$ cat config.mk
export PLATFORM = sky130hd
export DESIGN_NAME = riscv_v_uop_sequencer
export DESIGN_NICKNAME = d
export VERILOG_FILES = /design/src/rtl/riscv_v_uop_sequencer.sv
export SDC_FILE = /design/constraint.sdc
export NUM_CORES = 1
export LEC_CHECK = 0
export CORE_MARGIN = 1
export CORE_UTILIZATION = 47
export CTS_CLUSTER_SIZE = 24
export DETAILED_ROUTE_END_ITERATION = 6
export GPL_TIMING_DRIVEN = 0
export PLACE_DENSITY = 0.7
export REMOVE_ABC_BUFFERS = 1
export SYNTH_ARGS = -nofsm -noshare
export SYNTH_HDL_FRONTEND = slang
export SYNTH_SLANG_ARGS = --single-unit
$ cat constraint.sdc
create_clock -name clk -period 13.3 [get_ports clk]
set_clock_uncertainty 0.05 [all_clocks]
set_input_delay 1.995 -clock clk [delete_from_list [all_inputs] [get_ports clk]]
set_output_delay 1.995 -clock clk [all_outputs]
set_load 0.1 [all_outputs]
$ cat src/rtl/riscv_v_uop_sequencer.sv
// Vector micro-op sequencer: expands one decoded vector instruction into per-register
// uops across its LMUL group, with per-byte active masks derived from vl/vstart.
module riscv_v_uop_sequencer #(
  parameter int RF_ADDR_WIDTH = 5,
  parameter int NUM_BYTES     = 16,
  parameter int MAX_LMUL      = 8,
  parameter int VL_WIDTH      = 8
) (
  input  logic                     clk,
  input  logic                     rst,
  input  logic                     clear_pipe,
  input  logic                     req_valid,
  output logic                     req_ready,
  input  logic [RF_ADDR_WIDTH-1:0] req_vd,
  input  logic [RF_ADDR_WIDTH-1:0] req_vs1,
  input  logic [RF_ADDR_WIDTH-1:0] req_vs2,
  input  logic                     req_srca_scalar,
  input  logic [2:0]               req_vlmul,
  input  logic [2:0]               req_vsew,
  input  logic [VL_WIDTH-1:0]      req_vl,
  input  logic [VL_WIDTH-1:0]      req_vstart,
  output logic                     uop_valid,
  input  logic                     uop_ready,
  output logic [RF_ADDR_WIDTH-1:0] uop_vd,
  output logic [RF_ADDR_WIDTH-1:0] uop_vs1,
  output logic [RF_ADDR_WIDTH-1:0] uop_vs2,
  output logic [NUM_BYTES-1:0]     uop_byte_en,
  output logic                     uop_last,
  output logic                     busy,
  output logic                     done,
  output logic                     err_misaligned
);

  localparam int SH    = $clog2(NUM_BYTES);
  localparam int IDX_W = $clog2(MAX_LMUL);
  localparam int VW    = VL_WIDTH + 1;

  typedef enum logic {IDLE = 1'b0, ISSUE = 1'b1} state_e;

  state_e                   state_q, state_d;
  logic [RF_ADDR_WIDTH-1:0] vd_q, vd_d, vs1_q, vs1_d, vs2_q, vs2_d;
  logic                     scalar_q, scalar_d;
  logic [1:0]               sew_q, sew_d;
  logic [VL_WIDTH-1:0]      vl_q, vl_d, vstart_q, vstart_d;
  logic [IDX_W-1:0]         idx_q, idx_d, last_q, last_d;
  logic                     done_q, done_d, err_q, err_d;

  logic [7:0]               sh_s, sh_q_s;
  logic [VW-1:0]            grp_s, epr_m1_s, ceil_s, first_s, n_s, e_s;
  logic [RF_ADDR_WIDTH-1:0] mask_s;
  logic                     mis_s, empty_s;
  logic [NUM_BYTES-1:0]     byte_en_s;
  logic                     unused_s;

  assign unused_s = req_vsew[2];

  // Request-side decode: group size, register count, alignment and empty checks
  always_comb begin
    sh_s     = 8'(SH) - {6'd0, req_vsew[1:0]};
    grp_s    = req_vlmul[2] ? VW'(1) : (VW'(1) << req_vlmul[1:0]);
    epr_m1_s = (VW'(1) << sh_s) - VW'(1);
    ceil_s   = (VW'(req_vl) + epr_m1_s) >> sh_s;
    first_s  = VW'(req_vstart) >> sh_s;
    n_s      = (ceil_s < grp_s) ? ceil_s : grp_s;
    mask_s   = RF_ADDR_WIDTH'(grp_s) - RF_ADDR_WIDTH'(1);
    mis_s    = (|(req_vd & mask_s)) || (|(req_vs2 & mask_s)) ||
               (!req_srca_scalar && (|(req_vs1 & mask_s)));
    empty_s  = (req_vl == '0) || (req_vstart >= req_vl) || (first_s >= n_s);
  end

  // Byte mask of the current uop: element index e = idx*EPR + (b >> sew)
  always_comb begin
    sh_q_s    = 8'(SH) - {6'd0, sew_q};
    byte_en_s = '0;
    e_s       = '0;
    for (int b = 0; b < NUM_BYTES; b++) begin
      e_s          = (VW'(idx_q) << sh_q_s) + (VW'(b) >> sew_q);
      byte_en_s[b] = (e_s >= VW'(vstart_q)) && (e_s < VW'(vl_q));
    end
  end

  // Next-state logic
  always_comb begin
    state_d  = state_q;
    vd_d     = vd_q;
    vs1_d    = vs1_q;
    vs2_d    = vs2_q;
    scalar_d = scalar_q;
    sew_d    = sew_q;
    vl_d     = vl_q;
    vstart_d = vstart_q;
    idx_d    = idx_q;
    last_d   = last_q;
    done_d   = 1'b0;
    err_d    = 1'b0;
    case (state_q)
      IDLE: begin
        if (req_valid && !clear_pipe) begin
          vd_d     = req_vd;
          vs1_d    = req_vs1;
          vs2_d    = req_vs2;
          scalar_d = req_srca_scalar;
          sew_d    = req_vsew[1:0];
          vl_d     = req_vl;
          vstart_d = req_vstart;
          if (mis_s) begin
            err_d = 1'b1;
          end else if (empty_s) begin
            done_d = 1'b1;
          end else begin
            state_d = ISSUE;
            idx_d   = first_s[IDX_W-1:0];
            last_d  = IDX_W'(n_s - VW'(1));
          end
        end
      end
      ISSUE: begin
        if (clear_pipe) begin
          state_d = IDLE;
        end else if (uop_ready) begin
          if (idx_q == last_q) begin
            state_d = IDLE;
            done_d  = 1'b1;
          end else begin
            idx_d = idx_q + IDX_W'(1);
          end
        end
      end
      default: state_d = IDLE;
    endcase
  end

  // State registers
  always_ff @(posedge clk or negedge rst) begin
    if (!rst) begin
      state_q  <= IDLE;
      vd_q     <= '0;
      vs1_q    <= '0;
      vs2_q    <= '0;
      scalar_q <= 1'b0;
      sew_q    <= 2'd0;
      vl_q     <= '0;
      vstart_q <= '0;
      idx_q    <= '0;
      last_q   <= '0;
      done_q   <= 1'b0;
      err_q    <= 1'b0;
    end else begin
      state_q  <= state_d;
      vd_q     <= vd_d;
      vs1_q    <= vs1_d;
      vs2_q    <= vs2_d;
      scalar_q <= scalar_d;
      sew_q    <= sew_d;
      vl_q     <= vl_d;
      vstart_q <= vstart_d;
      idx_q    <= idx_d;
      last_q   <= last_d;
      done_q   <= done_d;
      err_q    <= err_d;
    end
  end

  // uop fields are gated so every output reads 0 outside ISSUE
  assign uop_valid      = (state_q == ISSUE);
  assign busy           = uop_valid;
  assign req_ready      = (state_q == IDLE) && !clear_pipe;
  assign uop_vd         = uop_valid ? vd_q + RF_ADDR_WIDTH'(idx_q) : '0;
  assign uop_vs2        = uop_valid ? vs2_q + RF_ADDR_WIDTH'(idx_q) : '0;
  assign uop_vs1        = !uop_valid ? '0 : (scalar_q ? vs1_q : vs1_q + RF_ADDR_WIDTH'(idx_q));
  assign uop_byte_en    = uop_valid ? byte_en_s : '0;
  assign uop_last       = uop_valid && (idx_q == last_q);
  assign done           = done_q;
  assign err_misaligned = err_q;

endmodule

-- Yosys cells after proc, flatten, opt, wreduce, memory -nomap -nowiden
Index checks and enable logic that the tools add are counted.
- register bits: 43
- input port bits: 43
- output and inout bits: 37
- word-level logic and storage cells: 171
- add/sub/neg operators: 26
- order comparisons: 35
- eq/ne operators: 7
- shift-type cells: 21
- muxes and demuxes: 31
- bitwise gates (word level): 6
- reductions and logical operators: 33
- operators by type and width (kind ; count):
    $add 9x9->9 ; 16
    $ge 9x8->1 ; 16
    $lt 9x8->1 ; 16
    $shr 4x2->9 const A ; 8
    $shr 3x2->9 const A ; 4
    $logic_and 1x1->1 ; 20
    $mux 5 ; 4
    $mux 3 ; 6
    $mux 9 ; 2
    $shr 1x2->9 const A ; 2
    $shr 2x2->9 const A ; 2
    $mux 16 ; 1
    $add 5x3->5 ; 3
    $and 5x5->5 ; 3
    $mux 1 ; 15
    $reduce_or 5->1 ; 3
    $ne 2x2->1 const B ; 6
    $add 8x9->9 ; 1
    $ge 9x9->1 ; 1
    $lt 9x9->1 ; 1
    $shl 1x2->9 const A ; 1
    $shl 1x8->9 const A ; 1
    $shl 3x8->9 ; 1
    $shr 8x8->9 ; 1
    other kinds (17) ; 25

-- Longest topological paths before layout
- depth in word-level cells: 13
- mapped depth: 34
- gate-level depth less buffers: 31

-- Worst setup path after synthesis
OpenSTA, ideal clock, no wires.
- kind: register -> output
- start point: reg sew_q[0]
- end point: out uop_byte_en[14]
- arrival time: 9.316 ns
- required time: 11.255 ns
- path slack: 1.939 ns
- stages on the path, launching flop included: 18
- path buffers: 2
- path through: dfrtp_1 -> buf_2 -> inv_1 -> ha_1 -> clkbuf_1 -> nor3_1 -> inv_1 -> fa_1 -> inv_1 -> ha_1 -> a21o_1 -> a21o_1 -> a21o_1 -> a21oi_1 -> nor2b_1 -> o21ai_0 -> nand2b_1 -> a2111oi_0
- cells in the longest elaborated chain, start to end: 6
- elaborated cells on any way between the ends: 8
- classes of those cells: add/sub (2); order compare (2); shift (2); mux (1); reduce/logical (1)
- RTL lines (item ; RTL line ; RTL):
    start: declaration ; 43 ; logic [1:0] sew_q, sew_d;
    start signal: assignment ; 154 ; sew_q <= sew_d;
    $sub 3x2->4 ; 73 ; sh_q_s = 8'(SH) - {6'd0, sew_q};
    $shl 3x8->9 ; 77 ; e_s = (VW'(idx_q) << sh_q_s) + (VW'(b) >> sew_q);
    $add 9x9->9 (*) ; 77 ;
    $ge 9x8->1 or $lt 9x8->1 (tied branches) ; 78 ; byte_en_s[b] = (e_s >= VW'(vstart_q)) && (e_s < VW'(vl_q));
    $logic_and 1x1->1 (*) ; 78 ;
    $mux 16 (*) ; 171 ; assign uop_byte_en = uop_valid ? byte_en_s : '0;
    end: declaration ; 27 ; output logic [NUM_BYTES-1:0] uop_byte_en,
Mark *: on every way between the ends. The rest lies on a longest branch, timed or not.

-- Worst setup path after layout
- start point: in req_vsew[0]
- end point: reg idx_q[0]
- cells in the longest elaborated chain, start to end: 11
- elaborated cells on any way between the ends: 16
- classes of those cells: add/sub (3); order compare (2); eq/ne (1); shift (3); mux (5); reduce/logical (2)
- RTL lines (item ; RTL line ; RTL):
    start: declaration ; 19 ; input logic [2:0] req_vsew,
    $sub 3x2->4 (*) ; 59 ; sh_s = 8'(SH) - {6'd0, req_vsew[1:0]};
    $shl 1x8->9 ; 61 ; epr_m1_s = (VW'(1) << sh_s) - VW'(1);
    $sub 9x2->9 ; 61 ;
    $add 8x9->9 ; 62 ; ceil_s = (VW'(req_vl) + epr_m1_s) >> sh_s;
    $shr 9x8->9 ; 62 ;
    $lt 9x9->1 ; 64 ; n_s = (ceil_s < grp_s) ? ceil_s : grp_s;
    $mux 9 ; 64 ;
    $ge 9x9->1 ; 68 ; empty_s = (req_vl == '0) || (req_vstart >= req_vl) || (first_s >= n_s);
    $logic_or 1x1->1 ; 68 ;
    $ne 2x2->1 (no source line) ; - ;
    $reduce_and 6->1 (no source line) ; - ;
    end signal: assignment ; 157 ; idx_q <= idx_d;
    end: declaration ; 45 ; logic [IDX_W-1:0] idx_q, idx_d, last_q, last_d;
Mark *: on every way between the ends. The rest lies on a longest branch, timed or not. The select of a mux whose other input is x is not followed.
A chain may end at the register's enable or synchronous reset.

==> summary.txt <==
Timing
  • Worst-margin pin slew: 1098 ps
  • Slew Limit Fails: 0
  • Setup TNS Final: 0 ps
  • Hold Vio Cnt, Final: 0
  • Period minus WS final: 10260 ps
  • Final setup viols: 0
  • Crit share post-route: 0.7715
  • RSZ-0062 raised after global routing: no
  • Slew headroom: 0.2678
  • Hold WS: 453.7 ps
  • Max Fclk: 0.09746 GHz

Worst setup path
  • RR Startpoint: busy$_DFF_PN0_
  • CP arrival: roughly 10000 ps
  • Crit path max-delay family: compound AO/OA/AOI/OAI gates
  • Crit-path most repeated cell: ha_1
  • CP max FO: 24
  • Max incr delay on CP: 1140 ps
  • CP Class: in2reg
  • Crit path launch type: input pin
  • R2R Path End: idx_q[0]$_DFFE_PN0P_
  • Slowest CP cell: clkdlybuf4s50_1
  • Critical path buffer and inverter count: 5
  • Critical Path RT: 13410 ps
  • Slack of the worst reg-to-reg path: around 11000 ps
  • Crit path capture type: flop
  • R2R cell count: 7

Job
  • Maxcap violations: 0

Routing
  • WL final: 28180 um
  • Avg WL per Cell: 17.57 um
  • Vias per cell: 5.741
  • DRT Pass-1 Iters: 5
  • Number of remaining DRC errors: 0
  • Antenna-violating nets left: 0
  • Routed via count: slightly above 9k
  • Starting DRT DRC Count: about 470

Power and ir drop
  • VDD IR max: 0.00006034 V
  • Tot Pwr: 1.931 mW
  • PD cells: 159.8 nW/um2
  • Static leakage: ~6.5 nW

Die
  • Die area: ~24000 um2
  • # rows: 55
  • Core area: 22640 um2
  • # IOs: 80
  • Die width: 153.8 um
  • Initial core utilization: 0.4786
  • Chip height: between 150 and 200 um

Place
  • DP HPWL: 21060 um
  • Placed Area: 11920 um2
  • Cells after DPL: 1596
  • Port Buf Inserts: 78
  • Gpl congestion: 0.8945

GRT
  • Initial antenna violation count: 0
  • GRT Total Usage: 0.2445
  • Grt total ovfl: 0
  • Pin count of the biggest net entering global routing: between 50 and 60
  • First-pass GRT wire length: between 40000 and 50000 um
  • Number of global-route vias before repair: 9271

CTS
  • H-Tree Depth: 2
  • Clk pin slew, worst setup/hold paths: 70 ps
  • Hold buffer count at cts: 0
  • CTS tree: done
  • Skew-Pair Late Insertion Delay: 280 ps
  • Num Clock Sinks: 43
  • Clock root buffer: clkbuf_16
  • Total CTS buffers: 5
  • CTS resizes: 0
  • Clock Path Buffers: 2
  • Setup Fix Bufs, Post-CTS: 0

Final layout
  • Final Instance Count excl. Fillers: 1604
  • ANT cells: 0
  • Commonest non-fill, non-tap cell in the layout: ha_1
  • Share of cells above drive strength 1: 0.04246
  • Most frequent cells in the layout: ha_1, a21o_1, inv_1
  • Final #Nets: 1696
  • Final instance area: about 12000 um2
  • Syn-to-layout area delta: 11.53%

Yosys
  • Ys async rst share: 1.000
  • Most used DFF post-synth: dfrtp_1
  • Cell count after synthesis: approximately 1.3k
  • Synthesis Warnings: 0
  • Synthesized cell area: 10840 um2
  • Flops & latches, synth: 43
  • Synth unique cells: 75
  • Syn Area/Cell: 8.607 um2
  • Sequential share of the synthesized area: 0.09930
  • EDFF count, synth: 0

Outcome
  • Outcome: complete, no violations

Worst hold path
  • Hold Crit Class: reg2reg
  • Min-delay src: last_q[2]$_DFFE_PN0P_
  • Worst hold endpoint: last_q[2]$_DFFE_PN0P_
  • Worst Hold Depth: 2
-- routing by layer --
layer	routed length [um]	track usage	up-vias
met5	0	0	-
met4	255	0.04000	0
met3	1071	0.02029	25
met2	13050	0.4165	180
met1	13810	0.3399	4381
li1	-	-	4622
-- synthesized netlist by cell type, types with 5 or more instances --
| cell | number | area [um2] |
|---|---|---|
| a2111oi_0 | 13 | 113.9 |
| a211oi_1 | 7 | 52.55 |
| a21boi_0 | 8 | 60.06 |
| a21o_1 | 133 | 998.5 |
| a21oi_1 | 75 | 375.4 |
| and2_1 | 23 | 143.9 |
| clkbuf_1 | 26 | 97.59 |
| dfrtp_1 | 43 | 1076 |
| fa_1 | 16 | 320.3 |
| ha_1 | 319 | 3991 |
| inv_1 | 109 | 409.1 |
| mux2_2 | 21 | 236.5 |
| mux2i_1 | 15 | 150.1 |
| nand2_1 | 54 | 202.7 |
| nand2b_1 | 55 | 344.1 |
| nand3_1 | 7 | 35.03 |
| nand4_1 | 5 | 31.28 |
| nor2_1 | 51 | 191.4 |
| nor2b_1 | 28 | 175.2 |
| nor3_1 | 10 | 50.05 |
| nor3b_1 | 5 | 37.54 |
| o21a_1 | 11 | 82.58 |
| o21ai_0 | 78 | 390.4 |
| xnor2_1 | 48 | 420.4 |
| xor2_1 | 25 | 219.0 |
-- state kept, by name (all words and copies together) (netlist names) --
| signal | cells |
|---|---|
| vl_q | 8 |
| vd_q | 5 |
| scalar_q | 1 |
| idx_q | 3 |
| err_misaligned | 1 |
| done | 1 |
| vstart_q | 8 |
| busy | 1 |
| vs1_q | 5 |
| vs2_q | 5 |
| sew_q | 2 |
| last_q | 3 |
-- worst register-to-register path, stage by stage, from the launching register on --
cell	delay, ps
dfrtp_1	870
nor2_1	130
and2_2	250
buf_12	190
and2_1	170
nand2b_1	230
o31ai_2	190
mux2_1	340
-- report_power, final --
part | internal (mW) | total (mW) | switching, mW
sequential | 0.157 | 0.200 | 0.0428
clock | 0.0886 | 0.141 | 0.0520
combinational | 0.729 | 1.59 | 0.862
-- how the worst max path moves through the flow --
stage	startpoint	to	slack [ps]	cells past startpoint
2_1_floorplan	sew_q[0]$_DFFE_PN0P_	uop_byte_en[11]	2050	15
3_3_place_gp	req_vsew[0]	idx_q[0]$_DFFE_PN0P_	2870	29
3_5_place_dp	req_vsew[0]	idx_q[0]$_DFFE_PN0P_	2740	29
4_1_cts	req_vsew[0]	idx_q[0]$_DFFE_PN0P_	3010	29
5_1_grt	req_vsew[0]	idx_q[0]$_DFFE_PN0P_	2390	29
6_report	req_vsew[0]	idx_q[0]$_DFFE_PN0P_	3040	29
-- logic make-up after synthesis --
kind of cell | synth area share
fa+ha+maj | 0.3979
buf+inv | 0.05404
xor+xnor | 0.05900
simple gates | 0.1264
other cells | 0.0003460
compound gates | 0.2230
mux | 0.04006
flops | 0.09930
-- cell type report --
cell class	instances	area, um2
clock buffer	5	125.1
clock inverter	3	43.79
fill	2094	10550
inverter	111	416.7
multi-input combinational	1074	9204
sequential	43	1076
tap	285	356.6
timing repair buffer	83	864.6
-- through the flow --
stage	setup WS, ps	util
3_3_place_gp	2867	0.5221
2_1_floorplan	2050	-
4_1_cts	3008	0.5338
6_report	3039	0.5338
3_5_place_dp	2735	0.5264
5_1_grt	2389	0.5338
(Power assumes the default switching activity.)
